===== src/rtl/cpu_types_pkg.sv =====
// Shared fetch/branch-prediction types and constants.
package cpu_types_pkg;

  typedef logic [1:0]  bp_hash_t;
  typedef logic [27:0] bp_tag_t;
  typedef logic [29:0] bp_target_t;
  typedef logic [1:0]  bp_ctr_t;

  typedef enum logic [1:0] {
    RUN      = 2'd0,
    REDIRECT = 2'd1,
    HALTED   = 2'd2
  } fetch_state_t;

  localparam int          BP_ENTRIES = 4;
  localparam logic [31:0] PC_STEP    = 32'd4;

endpackage


===== src/rtl/bp_counter_table.sv =====
// 2-bit saturating direction counters, one per BTB index.
// The read port and the update port both see pre-update values.
module bp_counter_table
  import cpu_types_pkg::*;
#(
  parameter bp_ctr_t CTR_INIT = 2'b01
) (
  input  logic     clk,
  input  logic     rst,
  input  bp_hash_t rd_idx,
  output bp_ctr_t  rd_ctr,
  input  logic     upd_en,
  input  bp_hash_t upd_idx,
  input  logic     upd_taken,
  output bp_ctr_t  upd_old
);

  bp_ctr_t ctr [BP_ENTRIES];

  assign rd_ctr  = ctr[rd_idx];
  assign upd_old = ctr[upd_idx];

  always_ff @(posedge clk) begin
    if (rst) begin
      for (int i = 0; i < BP_ENTRIES; i++) ctr[i] <= CTR_INIT;
    end else if (upd_en) begin
      if (upd_taken && upd_old != 2'b11)
        ctr[upd_idx] <= upd_old + 2'd1;
      else if (!upd_taken && upd_old != 2'b00)
        ctr[upd_idx] <= upd_old - 2'd1;
    end
  end

endmodule


===== src/rtl/pc_fetch_unit.sv =====
// Program counter owner: BTB/counter prediction, misprediction redirect, BTB write-back.
//   state    | meaning
//   RUN      | fetching; PC advances to the predicted target on each accepted fetch
//   REDIRECT | one bubble after a mispredict, corrected PC on imemaddr
//   HALTED   | fetch stopped and PC frozen until RST
module pc_fetch_unit
  import cpu_types_pkg::*;
#(
  parameter logic [31:0] PC0      = 32'h0000_0000,
  parameter bp_ctr_t     CTR_INIT = 2'b01
) (
  input  logic        CLK,
  input  logic        RST,
  input  logic        ihit,
  input  logic        stall,
  input  logic        halt,
  output logic        imemREN,
  output logic [31:0] imemaddr,
  output logic        fetch_valid,
  output logic [31:0] fetch_pc,
  output logic [31:0] fetch_npc,
  output logic        pred_taken,
  output logic [31:0] pred_target,
  output bp_hash_t    bp_hash_sel,
  output bp_tag_t     bp_tag_sel,
  input  logic        bp_hit,
  input  bp_target_t  bp_target,
  output logic        bp_WEN,
  output bp_hash_t    bp_hash_wsel,
  output bp_tag_t     bp_tag_n,
  output bp_target_t  bp_target_n,
  output logic        bp_active_n,
  input  logic        resolve_valid,
  input  logic [31:0] resolve_pc,
  input  logic        resolve_taken,
  input  logic [31:0] resolve_target,
  input  logic        resolve_pred_taken,
  input  logic [31:0] resolve_pred_target,
  output logic        mispredict
);

  fetch_state_t state, state_next;
  logic [31:0]  pc, pc_next, pc_plus4, redirect_pc;
  bp_ctr_t      rd_ctr, upd_old;
  logic         target_miss, mispredict_raw, write_taken, write_invalidate;
  logic         unused_bits;

  bp_counter_table #(.CTR_INIT(CTR_INIT)) u_ctr (
    .clk      (CLK),
    .rst      (RST),
    .rd_idx   (pc[3:2]),
    .rd_ctr   (rd_ctr),
    .upd_en   (resolve_valid),
    .upd_idx  (resolve_pc[3:2]),
    .upd_taken(resolve_taken),
    .upd_old  (upd_old)
  );

  assign pc_plus4     = pc + PC_STEP;
  assign imemaddr     = pc;
  assign fetch_pc     = pc;
  assign fetch_npc    = pc_plus4;
  assign bp_hash_sel  = pc[3:2];
  assign bp_tag_sel   = pc[31:4];
  assign pred_taken   = bp_hit && rd_ctr[1];
  assign pred_target  = pred_taken ? {bp_target, 2'b00} : pc_plus4;
  assign unused_bits  = ^{resolve_pc[1:0], rd_ctr[0]};

  assign target_miss    = resolve_taken && (resolve_target != resolve_pred_target);
  assign mispredict_raw = resolve_valid && ((resolve_taken != resolve_pred_taken) || target_miss);
  assign mispredict     = mispredict_raw && (state != HALTED) && !halt && !RST;
  assign redirect_pc    = resolve_taken ? resolve_target : resolve_pc + PC_STEP;

  // Taken entries are (re)installed; a not-taken branch at a floored counter drops its entry.
  assign write_taken      = resolve_taken && (!resolve_pred_taken || target_miss);
  assign write_invalidate = !resolve_taken && (upd_old == 2'b00);
  assign bp_WEN           = resolve_valid && !RST && (write_taken || write_invalidate);
  assign bp_active_n      = resolve_taken;
  assign bp_hash_wsel     = resolve_pc[3:2];
  assign bp_tag_n         = resolve_pc[31:4];
  assign bp_target_n      = resolve_target[31:2];

  always_comb begin
    state_next  = state;
    pc_next     = pc;
    imemREN     = 1'b1;
    fetch_valid = 1'b0;
    case (state)
      RUN: begin
        fetch_valid = ihit && !stall && !mispredict && !RST;
        if (halt) begin
          state_next = HALTED;
        end else if (mispredict) begin
          state_next = REDIRECT;
          pc_next    = redirect_pc;
        end else if (fetch_valid) begin
          pc_next = pred_target;
        end
      end
      REDIRECT: begin
        imemREN = 1'b0;
        if (halt) begin
          state_next = HALTED;
        end else if (mispredict) begin
          pc_next = redirect_pc;
        end else begin
          state_next = RUN;
        end
      end
      HALTED: imemREN = 1'b0;
      default: state_next = RUN;
    endcase
  end

  always_ff @(posedge CLK) begin
    if (RST) begin
      state <= RUN;
      pc    <= PC0;
    end else begin
      state <= state_next;
      pc    <= pc_next;
    end
  end

endmodule


===== config.mk =====
export PLATFORM = sky130hd
export DESIGN_NAME = pc_fetch_unit
export DESIGN_NICKNAME = d
export VERILOG_FILES = /design/src/rtl/cpu_types_pkg.sv /design/src/rtl/bp_counter_table.sv /design/src/rtl/pc_fetch_unit.sv
export SDC_FILE = /design/constraint.sdc
export NUM_CORES = 1
export LEC_CHECK = 0
export CORE_AREA = 2 2 139 141
export DETAILED_ROUTE_END_ITERATION = 8
export DIE_AREA = 0 0 141 143
export PLACE_DENSITY = 0.68
export SKIP_CTS_REPAIR_TIMING = 1
export SKIP_LAST_GASP = 1
export SLEW_MARGIN = 40
export SYNTH_ARGS = -nofsm -noshare
export SYNTH_HDL_FRONTEND = slang
export SYNTH_HIERARCHICAL = 1
export SYNTH_SLANG_ARGS = --single-unit

===== constraint.sdc =====
create_clock -name CLK -period 10.7 [get_ports CLK]
set_input_delay 3.21 -clock CLK [delete_from_list [all_inputs] [get_ports CLK]]
set_output_delay 3.21 -clock CLK [all_outputs]
set_load 0.05 [all_outputs]

### After elaboration in Yosys (flattened, before gate mapping)

Memories as Yosys holds them, arrays and structs flattened. A register that Yosys moved wholly into a read port is not among the register bits.
Index checks and enable logic that the tools add are counted.

| storage, ports and cells | value |
|---|---|
| bits in writable memories | 8 |
| word-level logic and storage cells | 85 |
| memories | 1 |
| output and inout port bits | 224 |
| bits of input ports | 135 |
| register bits after elaboration | 34 |

Memories:

| memory | depth | width | read ports | clocked after Yosys merged registers in | wr ports | RTL line | RTL |
|---|---|---|---|---|---|---|---|
| u_ctr.ctr | 4 | 2 | 2 | 1 | 4 | bp_counter_table.sv:18 | `bp_ctr_t ctr [BP_ENTRIES];` |

| operators by class | value |
|---|---|
| reduce and logical (&&, ||, !) cells | 32 |
| eq/ne operators | 12 |
| bitwise operators | 2 |
| mux-type cells | 32 |
| add/sub/neg operators | 4 |

Operators with widths:

| kind | count |
|---|---|
| $mux 32 | 7 |
| $add 32x3->32 const B | 2 |
| $pmux 32 s2 | 1 |
| $ne 32x32->1 | 1 |
| $mux 2 | 9 |
| $logic_and 1x1->1 | 15 |
| $mux 1 | 14 |
| $ne 2x2->1 const B | 5 |
| $ne 3x3->1 const B | 3 |
| $logic_not 1->1 | 6 |
| $pmux 2 s3 | 1 |
| $reduce_and 5->1 | 1 |
| $logic_not 2->1 | 2 |
| $reduce_bool 2->1 | 2 |
| $reduce_or 2->1 | 2 |
| $logic_or 1x1->1 | 3 |
| $reduce_and 3->1 | 1 |
| $add 2x1->2 const B | 1 |
| $eq 2x1->1 const B | 1 |
| $eq 2x2->1 const B | 1 |
| $sub 2x1->2 const B | 1 |
| $ne 1x1->1 | 1 |
| $not 1->1 | 1 |
| $or 1x1->1 | 1 |

### Longest topological paths before layout

| depth | value |
|---|---|
| depth after elaboration | 16 |
| depth in mapped cells | 10 |
| gate-level depth less buffers | 8 |

### Modules after synthesis

The synthesis kept the hierarchy.

Modules (own cells, without submodules):

| module | cells an instance | instances | seq. area each (um^2) | area an instance (um^2) |
|---|---|---|---|---|
| pc_fetch_unit | 631 | 1 | 680.7 | 4,830.9 |
| bp_counter_table | 51 | 1 | 240.2 | 605.6 |

### Worst setup path before layout

No wires, ideal clock.

| path | value |
|---|---|
| kind | input port to output port |
| from | input resolve_pred_target[14] |
| to | output fetch_valid |
| buffers on the path | 2 |
| stages | 9 |
| data required time | 7.490 ns |
| path slack | 1.708 ns |
| data arrival time | 5.782 ns |
| cells stage by stage | xnor2_1 nand4_1 or4_4 nor3_4 or2_1 buf_6 inv_4 buf_2 nor4b_2 |

| on the way | value |
|---|---|
| word-level cells in the longest chain between the ends | 11 |

RTL lines:

| what | RTL line | RTL |
|---|---|---|
| start, declared | pc_fetch_unit.sv:38 | `input logic [31:0] resolve_pred_target,` |
| $ne 32x32->1 | pc_fetch_unit.sv:69 | `assign target_miss = resolve_taken && (resolve_target != resolve_pred_target);` |
| $logic_and 1x1->1 | pc_fetch_unit.sv:69 |  |
| $logic_or 1x1->1 | pc_fetch_unit.sv:70 | `assign mispredict_raw = resolve_valid && ((resolve_taken != resolve_pred_taken) \|\| target_miss);` |
| $logic_and 1x1->1 | pc_fetch_unit.sv:70 |  |
| $logic_and 1x1->1 (3 in series) | pc_fetch_unit.sv:71 | `assign mispredict = mispredict_raw && (state != HALTED) && !halt && !RST;` |
| net mispredict | pc_fetch_unit.sv:39 | `output logic mispredict` |
| $logic_not 1->1 | pc_fetch_unit.sv:90 | `fetch_valid = ihit && !stall && !mispredict && !RST;` |
| $logic_and 1x1->1 (2 in series) | pc_fetch_unit.sv:90 |  |
| $mux 1 | pc_fetch_unit.sv:88 | `case (state)` |
| end, declared | pc_fetch_unit.sv:19 | `output logic fetch_valid,` |

The timed path passes the listed nets, and every way through them passes these cells.

### Final worst setup path

| path | value |
|---|---|
| from | input resolve_target[6] |
| to | output mispredict |

| on the way | value |
|---|---|
| word-level cells in the longest chain between the ends | 7 |

RTL lines:

| what | RTL line | RTL |
|---|---|---|
| start, declared | pc_fetch_unit.sv:36 | `input logic [31:0] resolve_target,` |
| $ne 32x32->1 | pc_fetch_unit.sv:69 |  |
| $logic_and 1x1->1 | pc_fetch_unit.sv:69 |  |
| $logic_or 1x1->1 | pc_fetch_unit.sv:70 |  |
| $logic_and 1x1->1 | pc_fetch_unit.sv:70 |  |
| $logic_and 1x1->1 (3 in series) | pc_fetch_unit.sv:71 |  |
| end, declared | pc_fetch_unit.sv:39 |  |

Every way passes these cells.

==> impl_metrics.csv <==
group,metric,value,unit
outcome,status,"finished, final reports clean",
clock_network,clkLatencyLatePin,290,ps
global_routing,grt_pass1_vias,5408,
cells_and_area,final_cell_area,8442,sq um
sta,hold_viol,0,
sta,timing.fmax,0.1052,GHz
placed_design,post_dp_cell_area,8267,sq um
clock_network,numCtsBuffers,5,
worst_setup_path,crit_arrival,6290,ps
drt,drt_iter0_markers,265,
sta,skew,8.084,ps
sta,fin_worst_hold_slack,547.9,ps
sta,tns,0,ps
die,dieArea,20160,sq um
pwr,peakVddDrop,56.99,uV
drt,dr.pass1.iters,6,
synthesis,synth_area_per_cell,7.950,sq um
die,die_h,143,um
pwr,p_per_area,99.17,nW/um^2
clock_network,path_clk_slew,70,ps
cells_and_area,final_core_util,45.43,%
global_routing,grt_max_degree,57,
placed_design,portBuffers,358,
drt,post-route-drc-count,0,
worst_setup_path,worst_ep_required_time,7490,ps
cells_and_area,fill_cells,1850,
placed_design,gp_congestion,0.8608,
pwr,power.internal,0.4538,mW
die,num_rows,50,
clock_network,cts_tree,"built",
pwr,power.leakage,2.976,nW
sta,setup_violations,0,
die,core-area,18580,sq um
sta,rsz0062_at_grt,"no",
synthesis,synth_nets,821,
drt,viasPerCell,4.981,
clock_network,cts_max_level,2,
pwr,p_total,0.8372,mW
die,start_util,29.14,%
cells_and_area,drive_gt1_share,8.686,%
cells_and_area,antennaDiodeCount,0,
sta,slew-limit-headroom,48.52,%
clock_network,clock_sinks,42,
placed_design,place_inst,1124,
run,cap_violations,0,
sta,final.min_clock_period,9504,ps
pwr,switchingPower,0.3834,mW
worst_setup_path,crit_fanout,13,
placed_design,dp_hpwl,18790,um
synthesis,ys_warn_count,6,
pwr,power.share.clock,20.9,%
sta,worst_pin_slew,768.0,ps
global_routing,antenna_found_initial,0,
synthesis,synthCells,681,
global_routing,grt_overflow,0,
placed_design,dp_slack,1174,ps
cells_and_area,final_cells,1132,
cells_and_area,synthToLayoutAreaGrowth,55.93,%
pwr,combPwrFrac,56.6,%
global_routing,grt_pass1_wl,33210,um
worst_setup_path,end_kind,"output pin",
die,pin_count,359,
worst_setup_path,start_kind,"primary input",
pwr,switching_share,45.79,%
sta,drv_slew,0,
drt,wl_per_cell,20.08,um
worst_setup_path,setup.worst_path.class,"in -> out",
clock_network,clock-root-buffer,"clkbuf_16",
sta,fin_ws,1196,ps
pwr,seqPwrFrac,22.5,%
drt,routed_wl,22730,um
drt,vias,5639,
hold_path,hold_path_class,"reg -> reg",
synthesis,netlist_area,5414,sq um
drt,ant_nets,0,
sta,finalCritPeriodShare,88.82,%
clock_network,clockBufferDepth,2,
worst_setup_path,regToRegSetupSlack,7860,ps
global_routing,grt_usage,21.53,%
cells_and_area,fin_nets,1037,
die,die_w,141,um
## worst paths after layout
check                          from            to  cells past startpoint
setup / recovery  resolve_target[6]    mispredict                      8
setup reg to reg           state[1]  fetch_pc[21]                      8
hold reg to reg         fetch_pc[1]   fetch_pc[1]                      2
hold / removal          fetch_pc[1]   fetch_pc[1]                      2
## sequential cells by signal, indices dropped and copies added, names as in the netlist
name,flops
state,2
fetch_pc,32
u_ctr/ctr,8
## power groups by stage
| stage | sequential, mW | clock, mW | combinational (mW) |
|---|---|---|---|
| 6_report | 0.189 | 0.175 | 0.474 |
| 3_5_place_dp | 0.192 | 0 | 0.475 |
| 5_1_grt | 0.190 | 0.185 | 0.496 |
| 4_1_cts | 0.189 | 0.179 | 0.476 |
| 3_3_place_gp | 0.192 | 0 | 0.474 |
| 2_1_floorplan | 0.210 | 0 | 0.294 |
## final cells by class
| class | count | area [sq um] | area share [%] |
|---|---|---|---|
| clock inverters | 3 | 40.04 | 0.4743 |
| clock buffers | 5 | 125.1 | 1.482 |
| repair buffers | 363 | 3608 | 42.74 |
| inverters | 25 | 96.34 | 1.141 |
| multi-input cells | 460 | 3358 | 39.78 |
| well taps | 234 | 292.8 | 3.468 |
| flip-flops and latches | 42 | 920.9 | 10.91 |
## cells in the final DEF, fill, tap and decap left out, types with 22 or more instances in the layout
master,instances
clkdlybuf4s50_1,355
dfxtp_1,34
inv_1,22
mux2_2,29
nand2_1,51
nand3_1,31
nor2_1,44
o21ai_0,28
xnor2_1,48
xor2_1,40
## layer usage
layer / track usage (%) / vias to the layer above / share of wire [%]
met5: 0 / - / 0
met4: 4.053 / 0 / 1.3
met3: 2.414 / 17 / 5.4
met2: 37.72 / 272 / 48
met1: 28.84 / 2605 / 45
li1: - / 2745 / -
## critical path, stage by stage
cell	delay, ps
clkdlybuf4s50_1	480
xnor2_1	380
nand4_1	260
or4_4	610
nor3_4	310
or2_1	210
inv_4	110
clkdlybuf4s50_1	720
(Power assumes the default switching activity.)
